$ cat config.mk
export PLATFORM = sky130hd
export DESIGN_NAME = rriot_bus_master
export DESIGN_NICKNAME = d
export VERILOG_FILES = /design/src/rtl/rriot_pkg.sv /design/src/rtl/rriot_bus_master_stats.sv /design/src/rtl/rriot_bus_master.sv
export SDC_FILE = /design/constraint.sdc
export NUM_CORES = 1
export LEC_CHECK = 0
export CAP_MARGIN = 20
export CORE_ASPECT_RATIO = 1.2
export CORE_MARGIN = 5
export CORE_UTILIZATION = 45
export DETAILED_ROUTE_END_ITERATION = 10
export PLACE_DENSITY_LB_ADDON = 0.08
export SLEW_MARGIN = 20
export SYNTH_ARGS = -nofsm -noshare
export SYNTH_HDL_FRONTEND = slang
export SYNTH_SLANG_ARGS = --single-unit
$ cat constraint.sdc
create_clock -name clk -period 4.1 [get_ports clk]
set_clock_uncertainty 0.05 [all_clocks]
set_input_delay 0.615 -clock clk [delete_from_list [all_inputs] [get_ports clk]]
set_output_delay 0.615 -clock clk [all_outputs]
set_load 0.02 [all_outputs]
$ cat src/rtl/rriot_pkg.sv
// Shared types and constants for the RRIOT bus initiator: FSM encoding,
// idle bus pattern, command/response records and the read-sample rule.
package rriot_pkg;

  localparam logic [1:0] ST_IDLE = 2'd0;
  localparam logic [1:0] ST_ADDR = 2'd1;
  localparam logic [1:0] ST_HOLD = 2'd2;
  localparam logic [1:0] ST_RESP = 2'd3;

  typedef enum logic [1:0] {
    IDLE = ST_IDLE,
    ADDR = ST_ADDR,
    HOLD = ST_HOLD,
    RESP = ST_RESP
  } rriot_state_e;

  // RS0=0 with CS1=1 selects no responder region.
  localparam logic       BUS_IDLE_WE_N = 1'b1;
  localparam logic [9:0] BUS_IDLE_A    = 10'h000;
  localparam logic [7:0] BUS_IDLE_DI   = 8'h00;
  localparam logic       BUS_IDLE_RS0  = 1'b0;
  localparam logic       BUS_IDLE_CS1  = 1'b1;

  typedef struct packed {
    logic       we_n;
    logic [9:0] a;
    logic [7:0] di;
    logic       rs0;
    logic       cs1;
  } rriot_bus_t;

  localparam rriot_bus_t BUS_IDLE = '{
    we_n: BUS_IDLE_WE_N,
    a:    BUS_IDLE_A,
    di:   BUS_IDLE_DI,
    rs0:  BUS_IDLE_RS0,
    cs1:  BUS_IDLE_CS1
  };

  typedef struct packed {
    logic       we;
    logic       rom;
    logic [9:0] addr;
    logic [7:0] wdata;
  } rriot_cmd_t;

  typedef struct packed {
    logic [7:0] rdata;
    logic       err;
  } rriot_rsp_t;

  // A read with OE low returns zero data and flags an error.
  function automatic rriot_rsp_t sample_bus(input logic [7:0] data, input logic oe);
    rriot_rsp_t r;
    r.rdata = oe ? data : 8'h00;
    r.err   = ~oe;
    return r;
  endfunction

endpackage

$ cat src/rtl/rriot_bus_master_stats.sv
// Transaction and error statistics: wrapping transaction count, saturating
// error count, synchronous clear that overrides any increment.
module rriot_stats_ctr
  import rriot_pkg::*;
#(
  parameter int TXN_W = 16,
  parameter int ERR_W = 8
) (
  input  logic             clk,
  input  logic             rst_n,
  input  logic             clr,
  input  logic             inc,
  input  logic             inc_err,
  output logic [TXN_W-1:0] txn_count,
  output logic [ERR_W-1:0] err_count
);

  function automatic logic [ERR_W-1:0] sat_inc(input logic [ERR_W-1:0] v);
    return (&v) ? v : v + ERR_W'(1);
  endfunction

  always_ff @(posedge clk) begin
    if (!rst_n || clr) begin
      txn_count <= '0;
      err_count <= '0;
    end else begin
      if (inc) txn_count <= txn_count + TXN_W'(1);
      if (inc && inc_err) err_count <= sat_inc(err_count);
    end
  end

endmodule

$ cat src/rtl/rriot_bus_master.sv
// Single-outstanding bus initiator for the RRIOT responder: accepts one
// command, runs the phi2 bus cycle with a programmable read wait, returns one response.
module rriot_bus_master
  import rriot_pkg::*;
#(
  parameter int WAIT_CYCLES = 1,
  parameter int TXN_W       = 16,
  parameter int ERR_W       = 8
) (
  input  logic             clk,
  input  logic             rst_n,
  input  logic             cmd_valid,
  output logic             cmd_ready,
  input  logic             cmd_we,
  input  logic             cmd_rom,
  input  logic [9:0]       cmd_addr,
  input  logic [7:0]       cmd_wdata,
  output logic             rsp_valid,
  input  logic             rsp_ready,
  output logic [7:0]       rsp_rdata,
  output logic             rsp_err,
  output logic             bus_we_n,
  output logic [9:0]       bus_a,
  output logic [7:0]       bus_di,
  output logic             bus_rs0,
  output logic             bus_cs1,
  input  logic [7:0]       bus_do,
  input  logic             bus_oe,
  input  logic             clr_stats,
  output logic [TXN_W-1:0] txn_count,
  output logic [ERR_W-1:0] err_count
);

  localparam logic [3:0] WAIT_INIT = 4'(WAIT_CYCLES);

  rriot_state_e state;
  rriot_cmd_t   cmd_q;
  rriot_bus_t   bus_q;
  rriot_rsp_t   smp;
  logic [3:0]   wait_cnt;
  logic         rsp_hs;

  assign smp    = sample_bus(bus_do, bus_oe);
  assign rsp_hs = rsp_valid & rsp_ready;

  assign bus_we_n = bus_q.we_n;
  assign bus_a    = bus_q.a;
  assign bus_di   = bus_q.di;
  assign bus_rs0  = bus_q.rs0;
  assign bus_cs1  = bus_q.cs1;

  // Command and wait count are pure data; only their consumers are reset.
  always_ff @(posedge clk) begin
    if (state == IDLE && cmd_valid && cmd_ready) begin
      cmd_q.we    <= cmd_we;
      cmd_q.rom   <= cmd_rom;
      cmd_q.addr  <= cmd_addr;
      cmd_q.wdata <= cmd_wdata;
    end
    if (state == ADDR) wait_cnt <= WAIT_INIT;
    else if (state == HOLD) wait_cnt <= wait_cnt - 4'd1;
  end

  always_ff @(posedge clk) begin
    if (!rst_n) begin
      state     <= IDLE;
      cmd_ready <= 1'b0;
      rsp_valid <= 1'b0;
      rsp_rdata <= 8'h00;
      rsp_err   <= 1'b0;
      bus_q     <= BUS_IDLE;
    end else begin
      case (state)
        IDLE: begin
          if (cmd_valid && cmd_ready) begin
            state     <= ADDR;
            cmd_ready <= 1'b0;
            bus_q     <= '{we_n: ~cmd_we, a: cmd_addr, di: cmd_wdata,
                           rs0: cmd_rom, cs1: cmd_rom};
          end else begin
            cmd_ready <= 1'b1;
          end
        end
        ADDR: begin
          if (cmd_q.we) begin
            state     <= RESP;
            rsp_valid <= 1'b1;
            rsp_rdata <= 8'h00;
            rsp_err   <= 1'b0;
            bus_q     <= BUS_IDLE;
          end else if (WAIT_CYCLES == 0) begin
            state     <= RESP;
            rsp_valid <= 1'b1;
            rsp_rdata <= smp.rdata;
            rsp_err   <= smp.err;
            bus_q     <= BUS_IDLE;
          end else begin
            state <= HOLD;
            bus_q <= '{we_n: 1'b1, a: cmd_q.addr, di: cmd_q.wdata,
                       rs0: cmd_q.rom, cs1: cmd_q.rom};
          end
        end
        HOLD: begin
          // The edge on which the counter steps from 1 to 0 is the sample edge.
          if (wait_cnt == 4'd1) begin
            state     <= RESP;
            rsp_valid <= 1'b1;
            rsp_rdata <= smp.rdata;
            rsp_err   <= smp.err;
            bus_q     <= BUS_IDLE;
          end
        end
        RESP: begin
          if (rsp_ready) begin
            state     <= IDLE;
            rsp_valid <= 1'b0;
            cmd_ready <= 1'b1;
          end
        end
        default: begin
          state     <= IDLE;
          cmd_ready <= 1'b0;
          rsp_valid <= 1'b0;
          bus_q     <= BUS_IDLE;
        end
      endcase
    end
  end

  rriot_stats_ctr #(
    .TXN_W(TXN_W),
    .ERR_W(ERR_W)
  ) u_stats (
    .clk      (clk),
    .rst_n    (rst_n),
    .clr      (clr_stats),
    .inc      (rsp_hs),
    .inc_err  (rsp_err),
    .txn_count(txn_count),
    .err_count(err_count)
  );

endmodule

* Word level (Yosys, flattened, before mapping)
Cells that the tools add are included.
** Word-level totals
- Flip-flop bits (word level) :: 82
- Bits of input ports :: 34
- Output and inout bits :: 56
** Operators by class
- $add $sub $neg :: 3
- Eq/ne operators :: 8
- Mux-type cells :: 23
- Bitwise operators :: 4
- Reduce and logical (&&, ||, !) cells :: 18
** Operator list (count)
- one-hot mux 21 bit (3 select lines) :: 1
- two-way mux 21 bit :: 2
- two-way mux 8 bit :: 3
- two-way mux 20 bit :: 1
- adder 16 x 1 -> 16 bit (second input constant) :: 1
- one-hot mux 8 bit (2 select lines) :: 1
- AND reduction 3 bit :: 3
- adder 8 x 1 -> 8 bit (second input constant) :: 1
- two-way mux 1 bit :: 8
- one-hot mux 2 bit (4 select lines) :: 1
- AND reduction 8 bit :: 1
- two-way mux 2 bit :: 3
- nonzero test 3 bit :: 2
- == test 2 bit (second input constant) :: 2
- == test 4 x 1 -> 1 bit (second input constant) :: 1
- logical AND 1 bit :: 4
- != test 2 x 1 -> 1 bit (second input constant) :: 2
- != test 2 bit (second input constant) :: 2
- one-hot mux 1 bit (2 select lines) :: 2
- AND reduction 2 bit :: 2
- AND reduction 4 bit :: 1
- nonzero test 2 bit :: 2
- subtractor 4 x 1 -> 4 bit (second input constant) :: 1
- NOT 1 bit :: 3
- other kinds (6) :: 6

* Logic depth before layout (Yosys ltp)
Gate-level depths: netlist of the first run.
- Word-level depth :: 3
- Depth in mapped cells :: 8
- Depth with buffers taken out :: 6

* Hierarchy
A second synthesis of the first run with hierarchy kept.
** Unflattened totals
- Cells, all modules :: 390
- Area total of the unflattened synthesis :: 3833.7 sq um
** Modules (own cells, without submodules)
- rriot_bus_master :: instances 1, cells an instance 261, area an instance 2712.6 sq um, sequential area each 1361.3 sq um
- rriot_stats_ctr :: instances 1, cells an instance 129, area an instance 1121.1 sq um, sequential area each 480.5 sq um

* Worst setup path before layout of the first run
OpenSTA, ideal clock, no wires.
- Path type :: reg-to-reg
- From :: register state[0]
- To :: register bus_q, in the netlist bus_a[2]
- Data arrival time :: 1671 ps
- Slack :: 2263 ps
- Cell stages (with the launch flop) :: 9
- Path through :: dfxtp_1 inv_1 ha_1 and3b_1 buf_2 buf_1 a21oi_1 nand2_1 o211a_1
** Between the ends
- Cells in the longest elaborated chain, start to end :: 3
- Elaborated cells on any way between the ends :: 8
** Ends and longest elaborated chain
- from (decl) :: line rriot_bus_master.sv:36 : rriot_state_e state;
- from (signal assigned) :: line rriot_bus_master.sv:66 : state <= IDLE;
- from (signal assigned) :: line rriot_bus_master.sv:76 : state <= ADDR;
- from (signal assigned) :: line rriot_bus_master.sv:86 : state <= RESP;
- == test 2 bit (tied with other cells) :: line rriot_bus_master.sv:73 : case (state)
- != test 2 x 1 -> 1 bit (no source line) or nonzero test 3 bit (tied branches)
- AND reduction 3 bit (no source line)
- to (signal assigned) :: line rriot_bus_master.sv:78 : bus_q <= '{we_n: ~cmd_we, a: cmd_addr, di: cmd_wdata,
- to (signal assigned) :: line rriot_bus_master.sv:99 : bus_q <= '{we_n: 1'b1, a: cmd_q.addr, di: cmd_q.wdata,
- to (decl) :: line rriot_bus_master.sv:38 : rriot_bus_t bus_q;
Parallel ways exist; a longest one is shown, timed or not.
A chain may end at the register's enable or synchronous reset.

* Worst setup path in the final report of the first run
- From :: register state[0]
- To :: register bus_q, in the netlist bus_we_n
Same word-level chain as after synthesis.

==> results of run 1 <==
power by group through the flow:
| stage | logic [mW] | registers (mW) | clock network (mW) |
|---|---|---|---|
| after CTS | 1.07 | 1.09 | 0.608 |
| after detailed placement | 1.07 | 1.10 | 0 |
| after global placement | 1.05 | 1.10 | 0 |
| final | 1.05 | 1.09 | 0.589 |
| after floorplan | 0.699 | 1.17 | 0 |
| after global routing | 1.16 | 1.10 | 0.647 |
kinds of logic after synthesis:
kind of cell,count (synthesis),share of synthesized area [%]
compound gates,70,14.3
xor+xnor,19,4.58
fa+ha+maj,11,3.79
buf+inv,33,4.48
flops,82,50.7
mux,10,2.75
simple gates,138,19.4
area by class of cell:
class	count	area [um^2]	share of cell area [%]
Multi-Input combinational cell	248	1630	34.3
Sequential cell	82	1840	38.7
Tap cell	95	119	2.50
Timing Repair Buffer	93	921	19.4
Inverter	12	45.0	0.948
Clock inverter	7	73.8	1.55
Clock buffer	9	124	2.61
worst min path at each step:
stage,start,endpoint,slack (ns),cells past startpoint
2_1_floorplan,wait_cnt[1],wait_cnt[1],0.43,2
3_3_place_gp,rsp_rdata[3],rsp_rdata[3],0.39,2
3_5_place_dp,rsp_rdata[2],rsp_rdata[2],0.40,2
4_1_cts,rsp_rdata[3],rsp_rdata[3],0.41,2
5_1_grt,rsp_rdata[0],rsp_rdata[0],0.44,2
6_report,rsp_rdata[3],rsp_rdata[3],0.41,2
metal layers:
layer | global-route usage (%) | share of wire, % | vias up
li1 | - | - | 1442
met1 | 18.0 | 43 | 1310
met2 | 26.8 | 51 | 55
met3 | 4.24 | 5.2 | 6
met4 | 4.46 | 0.94 | 0
met5 | 0 | 0 | -
state kept, by name, summed over array words and instances, names as in the netlist:
signal             count
cmd_q                 20
u_stats.txn_count     16
bus_a                 10
bus_di                 8
rsp_rdata              8
u_stats.err_count      8
wait_cnt               4
state                  2
bus_cs1                1
bus_rs0                1
bus_we_n               1
cmd_ready              1
rsp_err                1
rsp_valid              1
cell usage after synthesis (2+ instances only):
cell | n | area (um^2)
a211oi_1 | 4 | 30.0
xor2_1 | 4 | 35.0
o21ai_1 | 2 | 10.0
nand2b_1 | 3 | 18.8
or3_1 | 5 | 31.3
o211ai_1 | 2 | 15.0
nand4_1 | 5 | 31.3
nand3_1 | 11 | 55.1
nor2_1 | 27 | 101
inv_1 | 12 | 45.0
xnor2_1 | 15 | 131
clkbuf_1 | 13 | 48.8
nor4_1 | 4 | 25.0
ha_1 | 11 | 138
edfxtp_1 | 20 | 601
nand3b_1 | 2 | 15.0
o21ai_0 | 7 | 35.0
dfxtp_1 | 62 | 1240
buf_4 | 2 | 15.0
nor4b_1 | 2 | 17.5
mux2i_1 | 10 | 100
and3_1 | 3 | 18.8
nor2b_1 | 20 | 125
o211a_1 | 19 | 190
buf_6 | 4 | 45.0
nor3_1 | 6 | 30.0
nand2_1 | 44 | 165
and3b_1 | 2 | 17.5
a21oi_1 | 26 | 130
worst max-delay path, delay by kind of cell (launching register included):
kind,cells,cell delay [ns]
AOI/OAI and AO/OA,3,0.90
adders and majority gates,1,0.24
buffers and inverters,2,0.50
DFF,1,0.43
and+or+nand+nor,1,0.19
==> results.ini, run 1 <==
[global_routing]
antenna_found_initial = 0
grt-ovfl-total = 0
grt_pass1_wl_mm = 12.2
grt_usage_pct = 15.2
grt_max_degree = 38
grt_pass1_vias = 2568

[timing]
period_needed_ns = 2.45
min_period_over_period_pct = 59.7
drv_slew = 0
postLayoutSetupSlackWorst_ns = 1.65
rsz0062_at_grt = false
tns_ns = 0
finalHoldViolCount = 0
relSlewSlack_pct = 44.7
hold_slack_ns = 0.410
finalSetupViolCount = 0
max_slew.worst_pin.slew_ns = 0.829
max_freq_mhz = 408

[floorplanning]
start_util_pct = 45.3
chipWidth_um = 92.0
rows = 36
core_mm2 = 0.00802
die-area_mm2 = 0.00998
num_io_pins = 90
die_h_um = 108

[run_status]
status = completed

[placed_design]
hpwl_mm = 5.44
io_buffers = 89
finalWeightedCongestion = 0.848
placed_area_mm2 = 0.00456
dp_cells = 530
dp_slack_ns = 1.35

[clock_tree]
path_clk_slew_ns = 0.09
cts-resized-gates = 0
tritoncts = built
htree_levels = 3
cts_root_buf = clkbuf_8
postCtsSetupBuffers = 0
clk_path_buf_depth = 2
postCtsHoldBufs = 0
cts_buffers = 9
clk_latency_ns = 0.35
clock_sinks = 82

[route]
drt-initial-drc-count = 95
dr_total_vias = 2813
drt-total-wl_mm = 7.65
dr.pass1.iters = 4
drcViolationCount = 0
drtAntennaViolNets = 0
vias_per_cell = 5.15
drt-wirelength-per-cell_um = 14.0

[critical_path]
r2r_setup_slack_ns = 1.65
critPathKind = reg -> reg
critical_path_arrival_ns = 2.62
ff2ff_path_depth = 7
cp_slowest_stage_delay_ns = 0.66
cp_slowest_cell = a211oi_4
start_kind = flip-flop
required_ns = 4.27
worstPathCellList = inv_1, ha_1, a21boi_0, a211oi_4, buf_4, and3b_1, o21ai_1
crit_path_end = bus_we_n
r2r-start = state[0]
crit_path_max_fanout = 24
cp-end-kind = flip-flop
crit_start = state[0]
reg2reg_to = bus_we_n

[logic_synthesis]
synth_cell_types = 45
syn_nets = 408
async_flop_share_pct = 0
yosysSeqAreaShare_pct = 50.7
yosysWarnings = 0
synth_enable_flop_cells = 20
ys_seq_elements = 82
syn_inst = 363
ys.flop_type = dfxtp_1
syn-mean-instance-area_um2 = 10.0
synth_area_mm2 = 0.00363

[power_and_ir_drop]
p_comb_share_pct = 38.6
ir_worst_vdd_mv = 0.324
p_leak_nw = 1.84
p_seq_share_pct = 39.8
powerDensity_mw_per_mm2 = 574
p_sw_share_pct = 36.3
pwr-share-clk_pct = 21.6
power.switching_mw = 0.989
p_int_mw = 1.74
total_power_mw = 2.73

[job]
drv_cap = 0

[finish]
nFillCells = 708
finish.utilization_pct = 59.3
nNetsFinal = 491
final_common_cell = clkdlybuf4s50_1
instances_no_fill = 546
drive_above_1_share_pct = 5.99
syn2layout_area_growth_pct = 30.8
final_cell_area_mm2 = 0.00475
mostFrequentLayoutCells = 89 x clkdlybuf4s50_1, 62 x dfxtp_1, 44 x nand2_1
diodes = 0

[hold_path]
hold_class = reg -> reg

Power figures use the tool's default switching activity.
==> inputs of run 2 (changes only) <==
clock period = 2.4 ns   (was 4.1 ns; I/O delays follow)
==> results.ini, run 2 (synthesized netlist as in run 1, its figures left out) <==
[run_status]
status = completed

[hold_path]
holdPathStages = 2  ; unchanged
min_delay_worst_endpoint = rsp_rdata[3]
hold_path_startpoint = rsp_rdata[3]
hold_class = reg -> reg

[power_and_ir_drop]
ir_worst_vdd_mv = 0.705  ; +120%
powerDensity_mw_per_mm2 = 984  ; +71%
p_leak_nw = 1.87  ; +1.6%

[finish]
largest_register = cmd_q
nNetsFinal = 496  ; +1.0%
diodes = 0  ; unchanged
mostFrequentLayoutCells = 89 x clkdlybuf4s50_1, 62 x dfxtp_1, 44 x nand2_1
instances_no_fill = 551  ; +0.92%
drive_above_1_share_pct = 7.24  ; +1.3 points
syn2layout_area_growth_pct = 32.5
final_common_cell = clkdlybuf4s50_1
largest_register_ff_count = 20  ; unchanged
nFillCells = 715  ; +0.99%

[critical_path]
required_ns = 2.64  ; -1.63 ns
cp-end-kind = flip-flop
cp_slowest_cell = and3b_1
reg2reg_to = bus_di[3]
critical_path_arrival_ns = 2.23  ; -0.39 ns
cp_slowest_stage_delay_ns = 0.64  ; -0.02 ns
crit_path_max_fanout = 19  ; -21%
worstPathCellList = inv_1, ha_1, and3b_1, a21oi_1, nand2_1, o211a_1
r2r_setup_slack_ns = 0.41  ; -1.24 ns
start_kind = flip-flop
critPathKind = reg -> reg
r2r-start = state[0]
ff2ff_path_depth = 6  ; -1

[floorplanning]
die_h_um = 108  ; unchanged
start_util_pct = 45.3  ; unchanged
chipWidth_um = 92.0  ; unchanged
num_io_pins = 90  ; unchanged
core_mm2 = 0.00802  ; unchanged
die-area_mm2 = 0.00998  ; unchanged
rows = 36  ; unchanged

[clock_tree]
postCtsHoldBufs = 0  ; unchanged
cts-resized-gates = 0  ; unchanged
clk_latency_ns = 0.34  ; about the same
postCtsSetupBuffers = 0  ; unchanged
cts_root_buf = clkbuf_8
tritoncts = built
clk_path_buf_depth = 2  ; unchanged
cts_buffers = 9  ; unchanged
path_clk_slew_ns = 0.09  ; about the same
htree_levels = 3  ; unchanged
clock_sinks = 82  ; unchanged

[route]
drt-initial-drc-count = 89  ; -6.3%
drtAntennaViolNets = 0  ; unchanged
drt-wirelength-per-cell_um = 14.1  ; +0.45%
drcViolationCount = 0  ; unchanged
drt-total-wl_mm = 7.76  ; +1.4%
vias_per_cell = 5.13  ; -0.52%
dr_total_vias = 2824  ; +0.39%
dr.pass1.iters = 6  ; +2

[global_routing]
grt_usage_pct = 16.0  ; +0.78 points
antenna_found_initial = 0  ; unchanged
grt-ovfl-total = 0  ; unchanged
grt_pass1_wl_mm = 12.8  ; +4.7%
grt_max_degree = 43  ; +13%
grt_pass1_vias = 2780  ; +8.3%

[job]
drv_cap = 0  ; unchanged

[timing]
finalSetupViolCount = 0  ; unchanged
min_period_over_period_pct = 82.8  ; +23 points
period_needed_ns = 1.99  ; -0.461 ns
finalHoldViolCount = 0  ; unchanged
max_slew.worst_pin.slew_ns = 0.735  ; -0.0944 ns
tns_ns = 0  ; unchanged
drv_slew = 0  ; unchanged
max_freq_mhz = 503  ; +23%
relSlewSlack_pct = 51.0  ; +6.4 points
rsz0062_at_grt = false

[placed_design]
dp_cells = 535  ; +0.94%
finalWeightedCongestion = 0.859  ; +1.3%
io_buffers = 89  ; unchanged
hpwl_mm = 5.55  ; +2.1%

-- run 2: metal layers --
metal	global-route usage [%]	wire length [um]	up-vias
li1	-	-	1450
met1	17.9	3260	1307
met2	29.2	3980	58
met3	4.04	402	9
met4	6.05	112	0
met5	0	0	-
-- run 2: stage by stage --
stage | hold slack (ns) | instance area, um^2 | total power [mW] | util [%] | worst slack [ns]
2_1_floorplan | 0.409 | 3630 | 3.20 | - | 0.563
3_3_place_gp | 0.393 | 4610 | 3.73 | 57.4 | 0.274
3_5_place_dp | 0.405 | 4610 | 3.76 | 57.4 | 0.220
4_1_cts | 0.419 | 4820 | 4.81 | 60.1 | 0.357
5_1_grt | 0.433 | 4820 | 5.09 | 60.1 | 0.149
6_report | 0.413 | 4820 | 4.74 | 60.1 | 0.412
-- run 2: where the power goes --
part | total (mW) | leakage [nW] | switching [mW] | internal [mW]
logic | 1.87 | 1.08 | 1.03 | 0.843
clock network | 1.03 | 0.103 | 0.514 | 0.520
registers | 1.83 | 0.689 | 0.154 | 1.68
-- run 2: worst max-delay path by stage --
stage | startpoint | to | slack [ns] | cells past startpoint
6_report | state[0] | bus_di[3] | 0.41 | 6
3_5_place_dp | rsp_ready | u_stats.txn_count[15] | 0.22 | 5
2_1_floorplan | state[0] | bus_a[2] | 0.56 | 8
4_1_cts | state[0] | bus_a[9] | 0.36 | 6
3_3_place_gp | rsp_ready | u_stats.txn_count[15] | 0.27 | 5
5_1_grt | state[1] | bus_di[4] | 0.15 | 6
-- run 2: layout make-up --
type,count,area (um^2),area share [%]
clock buffers,10,138,2.86
clock inverters,6,72.6,1.51
inverters,12,45.0,0.935
multi-input cells,248,1630,33.8
flip-flops and latches,82,1840,38.2
well taps,95,119,2.47
repair buffers,98,971,20.2
-- run 2: critical path: cells and delay by family, from the launching register on --
family,cells,cell delay [ns]
AND/OR/NAND/NOR,2,0.73
flip-flops,1,0.42
adder cells (fa/ha/maj),1,0.31
AO/OA/AOI/OAI,2,0.30
buffers and inverters,1,0.13
